--- src/rtl/soc_bus_decoder.sv ---
// Single-master to four-slave bus decoder: latches a request, routes it by addr[31:28],
// waits for the slave ack (or a timeout) and returns a one-cycle ack with read data.
module soc_bus_decoder #(
  parameter logic [3:0]  S0_PREFIX      = 4'h0,
  parameter logic [3:0]  S1_PREFIX      = 4'h1,
  parameter logic [3:0]  S2_PREFIX      = 4'hE,
  parameter logic [3:0]  S3_PREFIX      = 4'hF,
  parameter int unsigned TIMEOUT_CYCLES = 255,
  parameter logic [31:0] ERR_DATA       = 32'hDEADBEEF
) (
  input  logic         clk,
  input  logic         reset_i,
  input  logic         ce_i,
  input  logic         sel_i,
  input  logic [31:0]  addr_i,
  input  logic         we_i,
  input  logic [3:0]   wr_mask_i,
  input  logic [31:0]  data_i,
  output logic [31:0]  data_o,
  output logic         ack_o,
  output logic [3:0]   s_sel_o,
  output logic [31:0]  s_addr_o,
  output logic         s_we_o,
  output logic [3:0]   s_wr_mask_o,
  output logic [31:0]  s_data_o,
  input  logic [127:0] s_data_i,
  input  logic [3:0]   s_ack_i,
  output logic         err_o,
  output logic [31:0]  err_addr_o,
  input  logic         err_clr_i
);

  typedef enum logic [1:0] {StIdle, StAccess, StResp} state_e;

  localparam logic [15:0] TimeoutLast = 16'(TIMEOUT_CYCLES - 1);

  state_e      state_q, state_d;
  logic [3:0]  sel_q, sel_d;
  logic [31:0] addr_q, addr_d;
  logic        we_q, we_d;
  logic [3:0]  mask_q, mask_d;
  logic [31:0] wdata_q, wdata_d;
  logic [15:0] cnt_q, cnt_d;
  logic [31:0] rdata_q, rdata_d;
  logic        err_q, err_d;
  logic [31:0] err_addr_q, err_addr_d;

  logic [3:0]  hit;
  logic        slv_ack;
  logic [31:0] slv_rdata;
  logic        err_evt;
  logic [31:0] err_evt_addr;

  // Priority decode: a duplicated prefix resolves to the lowest slave index.
  always_comb begin
    hit = 4'b0000;
    if (addr_i[31:28] == S0_PREFIX)      hit = 4'b0001;
    else if (addr_i[31:28] == S1_PREFIX) hit = 4'b0010;
    else if (addr_i[31:28] == S2_PREFIX) hit = 4'b0100;
    else if (addr_i[31:28] == S3_PREFIX) hit = 4'b1000;
  end

  assign slv_ack = |(s_ack_i & sel_q);

  always_comb begin
    slv_rdata = 32'h0;
    unique case (sel_q)
      4'b0001: slv_rdata = s_data_i[31:0];
      4'b0010: slv_rdata = s_data_i[63:32];
      4'b0100: slv_rdata = s_data_i[95:64];
      4'b1000: slv_rdata = s_data_i[127:96];
      default: slv_rdata = 32'h0;
    endcase
  end

  always_comb begin
    state_d      = state_q;
    sel_d        = sel_q;
    addr_d       = addr_q;
    we_d         = we_q;
    mask_d       = mask_q;
    wdata_d      = wdata_q;
    cnt_d        = cnt_q;
    rdata_d      = rdata_q;
    err_evt      = 1'b0;
    err_evt_addr = addr_q;

    unique case (state_q)
      StIdle: begin
        if (sel_i) begin
          addr_d  = addr_i;
          we_d    = we_i;
          mask_d  = wr_mask_i;
          wdata_d = data_i;
          if (|hit) begin
            sel_d   = hit;
            cnt_d   = 16'h0;
            state_d = StAccess;
          end else begin
            err_evt      = 1'b1;
            err_evt_addr = addr_i;
            rdata_d      = we_i ? 32'h0 : ERR_DATA;
            state_d      = StResp;
          end
        end
      end
      StAccess: begin
        if (slv_ack) begin
          rdata_d = we_q ? 32'h0 : slv_rdata;
          sel_d   = 4'b0000;
          state_d = StResp;
        end else if (cnt_q == TimeoutLast) begin
          err_evt = 1'b1;
          rdata_d = we_q ? 32'h0 : ERR_DATA;
          sel_d   = 4'b0000;
          state_d = StResp;
        end else begin
          cnt_d = cnt_q + 16'h1;
        end
      end
      StResp:  state_d = StIdle;
      default: state_d = StIdle;
    endcase
  end

  // A new error beats a simultaneous clear; otherwise the first error address sticks.
  always_comb begin
    err_d      = err_q;
    err_addr_d = err_addr_q;
    if (err_evt) begin
      if (!err_q || err_clr_i) begin
        err_d      = 1'b1;
        err_addr_d = err_evt_addr;
      end
    end else if (err_clr_i) begin
      err_d      = 1'b0;
      err_addr_d = 32'h0;
    end
  end

  always_ff @(posedge clk or posedge reset_i) begin
    if (reset_i) begin
      state_q    <= StIdle;
      sel_q      <= 4'b0000;
      addr_q     <= 32'h0;
      we_q       <= 1'b0;
      mask_q     <= 4'b0000;
      wdata_q    <= 32'h0;
      cnt_q      <= 16'h0;
      rdata_q    <= 32'h0;
      err_q      <= 1'b0;
      err_addr_q <= 32'h0;
    end else if (ce_i) begin
      state_q    <= state_d;
      sel_q      <= sel_d;
      addr_q     <= addr_d;
      we_q       <= we_d;
      mask_q     <= mask_d;
      wdata_q    <= wdata_d;
      cnt_q      <= cnt_d;
      rdata_q    <= rdata_d;
      err_q      <= err_d;
      err_addr_q <= err_addr_d;
    end
  end

  assign ack_o       = (state_q == StResp);
  assign data_o      = rdata_q;
  assign s_sel_o     = sel_q;
  assign s_addr_o    = addr_q;
  assign s_we_o      = we_q;
  assign s_wr_mask_o = mask_q;
  assign s_data_o    = wdata_q;
  assign err_o       = err_q;
  assign err_addr_o  = err_addr_q;

endmodule

--- config.mk ---
export PLATFORM = sky130hd
export DESIGN_NAME = soc_bus_decoder
export DESIGN_NICKNAME = d
export VERILOG_FILES = /design/src/rtl/soc_bus_decoder.sv
export SDC_FILE = /design/constraint.sdc
export NUM_CORES = 1
export LEC_CHECK = 0
export ABC_AREA = 1
export BUFFER_PORTS_ARGS = -buffer_cell sky130_fd_sc_hd__buf_2
export CAP_MARGIN = 20
export CORE_ASPECT_RATIO = 0.6
export CORE_MARGIN = 5
export CORE_UTILIZATION = 42
export CTS_CLUSTER_DIAMETER = 30
export DETAILED_ROUTE_END_ITERATION = 8
export PLACE_DENSITY = 0.79
export SYNTH_ARGS = -nofsm -noshare
export SYNTH_HDL_FRONTEND = slang
export SYNTH_SLANG_ARGS = --single-unit
--- constraint.sdc ---
create_clock -name clk -period 6.41 [get_ports clk]
set_clock_uncertainty 0.1 [all_clocks]
set_input_delay 0.3205 -clock clk [delete_from_list [all_inputs] [get_ports clk]]
set_output_delay 0.3205 -clock clk [all_outputs]
set_load 0.005 [all_outputs]
==> results of run 1 <==
==> what timing repair did <==
| action | 4_1_cts | 5_1_grt |
|---|---|---|
| endpoints found under the hold margin | 104 | 0 |
| buffers inserted | 0 | 0 |
| hold buffers | 26 | 0 |
==> path summary, 6_finish.rpt <==
path                                      from              to  cells past startpoint
max in group asynchronous              reset_i      s_sel_o[1]                      5
worst max-delay path                state_q[0]  err_addr_o[13]                     11
worst max register to register      state_q[0]  err_addr_o[13]                     11
worst min register to register  err_addr_o[30]  err_addr_o[30]                      2
min in group asynchronous              reset_i      data_o[14]                      3
worst min-delay path                 data_i[5]     s_data_o[5]                      2
==> final cells by class <==
type	count	area, um2
fill	1836	8730
multi-input combinational	760	4070
sequential	156	3900
timing repair buffer	379	2080
clock buffer	19	443
tap	273	342
inverter	86	328
clock inverter	13	166
==> cell families (layout without fill, tap and decap cells) <==
kind of cell	Yosys count	after routing	share of synthesized area [%]
muxes	64	64	8.36
adders and majority gates	2	2	0.290
AOI/OAI and AO/OA	125	125	9.40
buffers and inverters	155	497	7.65
DFF	156	156	45.3
xor gates and xnor gates	8	8	0.813
and+or+nand+nor	561	561	28.2
==> routing by layer <==
metal / vias to the layer above / share of wire, %
li1: 4202 / -
met1: 4281 / 44
met2: 445 / 43
met3: 43 / 10
met4: 0 / 2.2
met5: - / 0
==> registers in the layout (all words and copies together) (netlist names) <==
register and flops:
s_data_o 32, data_o 32, cnt_q 16, s_addr_o 32
err_o 1, err_addr_o 32, s_we_o 1, state_q 2
s_sel_o 4, s_wr_mask_o 4
==> through the flow <==
stage               setup WS [ns]  cell area (um2)
CTS                          2.42            11300
global placement             2.69            10400
finish                       3.04            11300
floorplan                    1.78             8620
detailed placement           2.49            10400
global route                 2.83            11300
==> power groups by stage <==
| stage | Sequential [mW] | Clock, mW | Combinational, mW |
|---|---|---|---|
| 6_report | 1.69 | 1.05 | 2.11 |
| 5_1_grt | 1.74 | 1.11 | 2.35 |
| 4_1_cts | 1.68 | 1.07 | 2.10 |
| 3_5_place_dp | 1.69 | 0 | 2.08 |
| 3_3_place_gp | 1.69 | 0 | 2.04 |
| 2_1_floorplan | 1.66 | 0 | 1.21 |
==> cells in the mapped netlist, types with 14 or more instances <==
| library cell | instances | area share, % |
|---|---|---|
| nor2_1 | 41 | 1.8 |
| nand2_1 | 331 | 14 |
| dfrtp_1 | 156 | 45 |
| clkbuf_1 | 26 | 1.1 |
| o21ai_0 | 60 | 3.5 |
| nand3_1 | 148 | 8.6 |
| a21boi_1 | 24 | 2.1 |
| mux2_1 | 50 | 6.5 |
| mux2_2 | 14 | 1.8 |
| inv_1 | 79 | 3.4 |
| o2111ai_1 | 32 | 3.3 |
| buf_2 | 35 | 2.0 |
==> impl_metrics.toml, run 1 <==
[yosys]
syn_inst = 1071
syn_area_um2 = 8620
ys_seq_elements = 156
synth_nets = 1279
yosysUniqueCellTypes = 33
yosys_warnings = 0
synth_area_per_cell_um2 = 8.05
synth_ff_type = "dfrtp_1"
synth-async-reset-ratio_pct = 100
ys_seq_area_share_pct = 45.3
synth_edf_count = 0

[route]
vias = 8971
drt.antenna.violating_nets = 0
drt_iter0_drc = 751
drc_errors = 0
wl_per_cell_um = 18.2
drt-total-wl_um = 30700
drtPass1Iterations = 5
vias_per_cell = 5.32

[global_route]
grt_start_max_net_pins = 81
gr-usage-met1_pct = 36.3
met3_usage_pct = 8.19
grt_pass1_vias = 8466
grt_pass1_wl_um = 47200
antenna_found_initial = 0
track_usage_pct = 25.4
grtUsageMet2_pct = 36.7
overflow = 0
grt_busiest_layer = "met2"

[floorplanning]
ios = 345
dieArea_um2 = 23600
core_um2 = 20100
die_h_um = 121
start_util_pct = 43.0
row_count = 40
die_w_um = 195

[min_path]
holdCritPathClass = "in2reg"

[power_and_ir_drop]
leakage_nw = 6.07
clkPwrFrac_pct = 21.6
totalPowerFinal_mw = 4.85
p_seq_share_pct = 34.9
p_sw_share_pct = 41.5
p_per_area_nw_per_um2 = 428
p_int_mw = 2.84
peakVddDrop_mv = 0.236
power.switching_mw = 2.01
p_comb_share_pct = 43.5

[clocking]
cts_tree = "yes"
cts_max_path_buffers = 2
clkTransAtPathRegs_ns = 0.06
root_buffer = "clkbuf_16"
cts.sinks = 156
htreeDepth = 4
clkLatencyLatePin_ns = 0.42
cts_inserted_buffers = 17
cts_resized = 0

[sta]
tns_ns = 0
slew-limit-headroom_pct = 29.2
whs_ns = 0.0112
setup_violations = 0
period_needed_ns = 3.37
drv_slew = 0
tightest_slew_ns = 1.06
fmax_mhz = 297
grt_setup_unrepaired = "no"
hold_violations = 0
finalCritPeriodShare_pct = 52.5

[worst_setup_path]
cp_data_arrival_time_ns = 3.57
startpoint_type = "flip-flop"
critical_path.max_stage_delay_ns = 0.65
critPathRequiredTime_ns = 6.62
path_class = "reg2reg"
cp-end-kind = "flip-flop"
path_buf_inv = 2
cpMaxStageDelayCell = "nor2_4"
cp_top_family = "simple AND/OR/NAND/NOR gates"
reg2reg_slack_ns = 3.04
crit_path_cell_trace = "inv_2, nand2_1, nor2_4, nand2_1, buf_16, nand2_2, nand2_1, nand2_2, nand2_4, nand2_1, nand2_1"
crit_path_frequent_cell = "nand2_1"
cp_max_fo = 34

[finish]
fin_cells = 1686
syn2layout_area_growth_pct = 31.5
final_common_cell = "buf_2"
finalNetCount = 1608
diodes = 0
layout-drive-gt1-share_pct = 30.1
fin_util_pct = 56.5
layout_common_cells = "buf_2 (344), nand2_1 (330), dfrtp_1 (156), nand3_1 (148), inv_1 (78)"

[place]
port_buffers = 344
dp_cells = 1626
dpl.hpwl_um = 22300
place_congestion = 0.934

[run_status]
run_status = "complete, no violations"

[flow_run]
maxCapViolCount = 0
Power figures use the tool's default switching activity.
==> run 2: changes to the inputs <==
ABC_AREA = 0   (was 1)
PLACE_DENSITY = 0.84   (was 0.79)
clock period = 2.9 ns   (was 6.41 ns; I/O delays follow)
==> run 2 against run 1 <==
Against the previous run:
- core utilization grew 6.5 points
- worst hold slack better by 0.0078 ns
- synthesized area decreased by 15%
- final area is 4.6% lower
- maximum frequency up 25%
- die area is 14% lower
- clock power up 120%
- sequential power up 81%
- global-route usage shrank 0.73 points
- clock-buffer cell count down 2
- flip-flop and latch count is the same
- critical path type unchanged
- critical endpoint is now data_o[8]
- largest power group is now sequential cells
- highest routed layer unchanged
==> impl_metrics.toml, run 2 <==
[worst_setup_path]
cp_max_fo = 29
cpMaxStageDelayCell = "dfrtp_1"
critical_path.max_stage_delay_ns = 0.63
crit_path_cell_trace = "inv_1, nor4_4, buf_4, a221o_1, dlygate4sd3_1, a22o_1"
reg2reg_slack_ns = 0.20
startpoint_type = "flip-flop"
path_class = "reg2reg"
cp-end-kind = "flip-flop"
cp_data_arrival_time_ns = 2.95
critPathRequiredTime_ns = 3.15

[floorplanning]
die_w_um = 181
ios = 345
core_um2 = 17200
dieArea_um2 = 20300
row_count = 37
die_h_um = 112
start_util_pct = 42.8

[sta]
fin_ws_ns = 0.199
fmax_mhz = 370
tns_ns = 0
period_needed_ns = 2.70
grt_setup_unrepaired = "no"
finalCritPeriodShare_pct = 93.1
hold_violations = 0
drv_slew = 0
tightest_slew_ns = 0.870
slew-limit-headroom_pct = 42.0
setup_violations = 0

[yosys]
synth_top_area_cell = "dfrtp_1"
synth-async-reset-ratio_pct = 100
synth_ff_type = "dfrtp_1"
synth_area_leaders = "dfrtp_1 (53%), mux2_2 (10%), mux2i_1 (4.9%)"
syn_inst = 620
syn_area_um2 = 7350
yosys_warnings = 0
synthTopCellsByCount = "dfrtp_1 (156), mux2_2 (68), nand2_1 (54), a22oi_1 (48), mux2i_1 (36)"
synth_edf_count = 0
synth_nets = 828
ys_seq_area_share_pct = 53.1
synth_area_per_cell_um2 = 11.9
ys_seq_elements = 156
synth.most_common_cell = "dfrtp_1"
synthDominantCellAreaShare_pct = 53.1
yosysUniqueCellTypes = 54

[route]
drtPass1Iterations = 5
drt-total-wl_um = 25800
wl_per_cell_um = 20.0
vias_per_cell = 5.49
drc_errors = 0
drt.antenna.violating_nets = 0
drt_iter0_drc = 558
vias = 7065

[clocking]
cts.sinks = 156
cts_inserted_buffers = 17
cts_resized = 0
cts_max_path_buffers = 2
root_buffer = "clkbuf_16"
clkTransAtPathRegs_ns = 0.07
post-cts-setup-buffers = 0
htreeDepth = 4
clkLatencyLatePin_ns = 0.41
cts_tree = "yes"

[min_path]
holdCritPathClass = "in2reg"

[place]
dp_slack_ns = 0.306
dpl.hpwl_um = 18100
port_buffers = 344
dp_cells = 1167
place_congestion = 0.921

[finish]
layout-drive-gt1-share_pct = 45.7
syn2layout_area_growth_pct = 47.2
finalNetCount = 1247
fin_cells = 1287
final_common_cell = "buf_2"
fin_util_pct = 63.0
layout_common_cells = "buf_2 (344), dfrtp_1 (156), dlygate4sd3_1 (86), mux2_2 (68), nand2_1 (54)"

[global_route]
overflow = 0
track_usage_pct = 24.6
antenna_found_initial = 1
grt_pass1_wl_um = 40300
grt_pass1_vias = 7374
grt_start_max_net_pins = 52

[power_and_ir_drop]
p_per_area_nw_per_um2 = 699
leakage_nw = 5.18
totalPowerFinal_mw = 7.56
peakVddDrop_mv = 0.381

[flow_run]
maxCapViolCount = 0

[run_status]
run_status = "complete, no violations"
[run 2: changes by cell type after synthesis, sizes merged, moves of 36 or more]
cell,previous run,this run
a22oi,0,50
inv,85,5
mux2i,0,36
nand2,336,54
nand3,150,6
nor2,50,10
o21ai,67,7
[run 2: logic make-up after synthesis]
logic type / Yosys count / synth area share [%]
flops: 156 / 53.1
buf+inv: 54 / 3.59
xor+xnor: 5 / 0.596
compound gates: 184 / 18.3
simple gates: 115 / 8.75
mux: 104 / 15.3
fa+ha+maj: 2 / 0.340
[run 2: path summary, 6_finish.rpt]
kind / start / end / cells past startpoint
worst max-delay path: s_sel_o[2] / data_o[8] / 6
worst min-delay path: s_data_i[56] / data_o[24] / 3
worst max register to register: s_sel_o[2] / data_o[8] / 6
worst min register to register: data_o[28] / data_o[28] / 1
max in group asynchronous: reset_i / s_addr_o[6] / 4
min in group asynchronous: reset_i / s_addr_o[18] / 3
[run 2: final cells by class]
| cell class | count | area, um2 |
|---|---|---|
| Antenna cell | 1 | 2.50 |
| Clock buffer | 17 | 425 |
| Clock inverter | 15 | 171 |
| Fill cell | 1323 | 6350 |
| Inverter | 5 | 22.5 |
| Multi-Input combinational cell | 410 | 3230 |
| Sequential cell | 156 | 3900 |
| Tap cell | 234 | 293 |
| Timing Repair Buffer | 449 | 2770 |
[run 2: stage by stage]
| stage | hold WS (ns) | area (um2) |
|---|---|---|
| floorplan | 0.197 | 7360 |
| global placement | 0.215 | 9350 |
| detailed placement | 0.223 | 9350 |
| CTS | 0.000302 | 10800 |
| global route | 0.0268 | 10800 |
| finish | 0.0190 | 10800 |
[run 2: timing repair]
| action | 4_1_cts | 5_1_grt |
|---|---|---|
| hold buffers | 86 | 0 |
| endpoints found under the hold margin | 140 | 0 |
| endpoints found under the setup margin | 0 | 0 |
[run 2: power by group]
part	leakage, nW	switching (mW)	total, mW	internal (mW)
clock network	0.283	1.03	2.26	1.23
registers	1.93	0.367	3.06	2.69
logic	2.97	1.04	2.24	1.20
total	5.18	2.44	7.56	5.12
[run 2: worst max-delay path, delay by kind of cell (launching register included)]
kind	cells	cell delay, ns
simple gates	1	0.45
compound gates	2	0.34
flops	1	0.63
buf+inv	3	1.12
[run 2: layer usage]
layer  up-vias  GRT usage (%)  part of all wire (%)
met4         0           7.00                   2.1
met1      3489           32.6                    42
li1       3200              -                     -
met2       325           40.6                    49
met5         -              0                     0
met3        51           6.09                   6.8
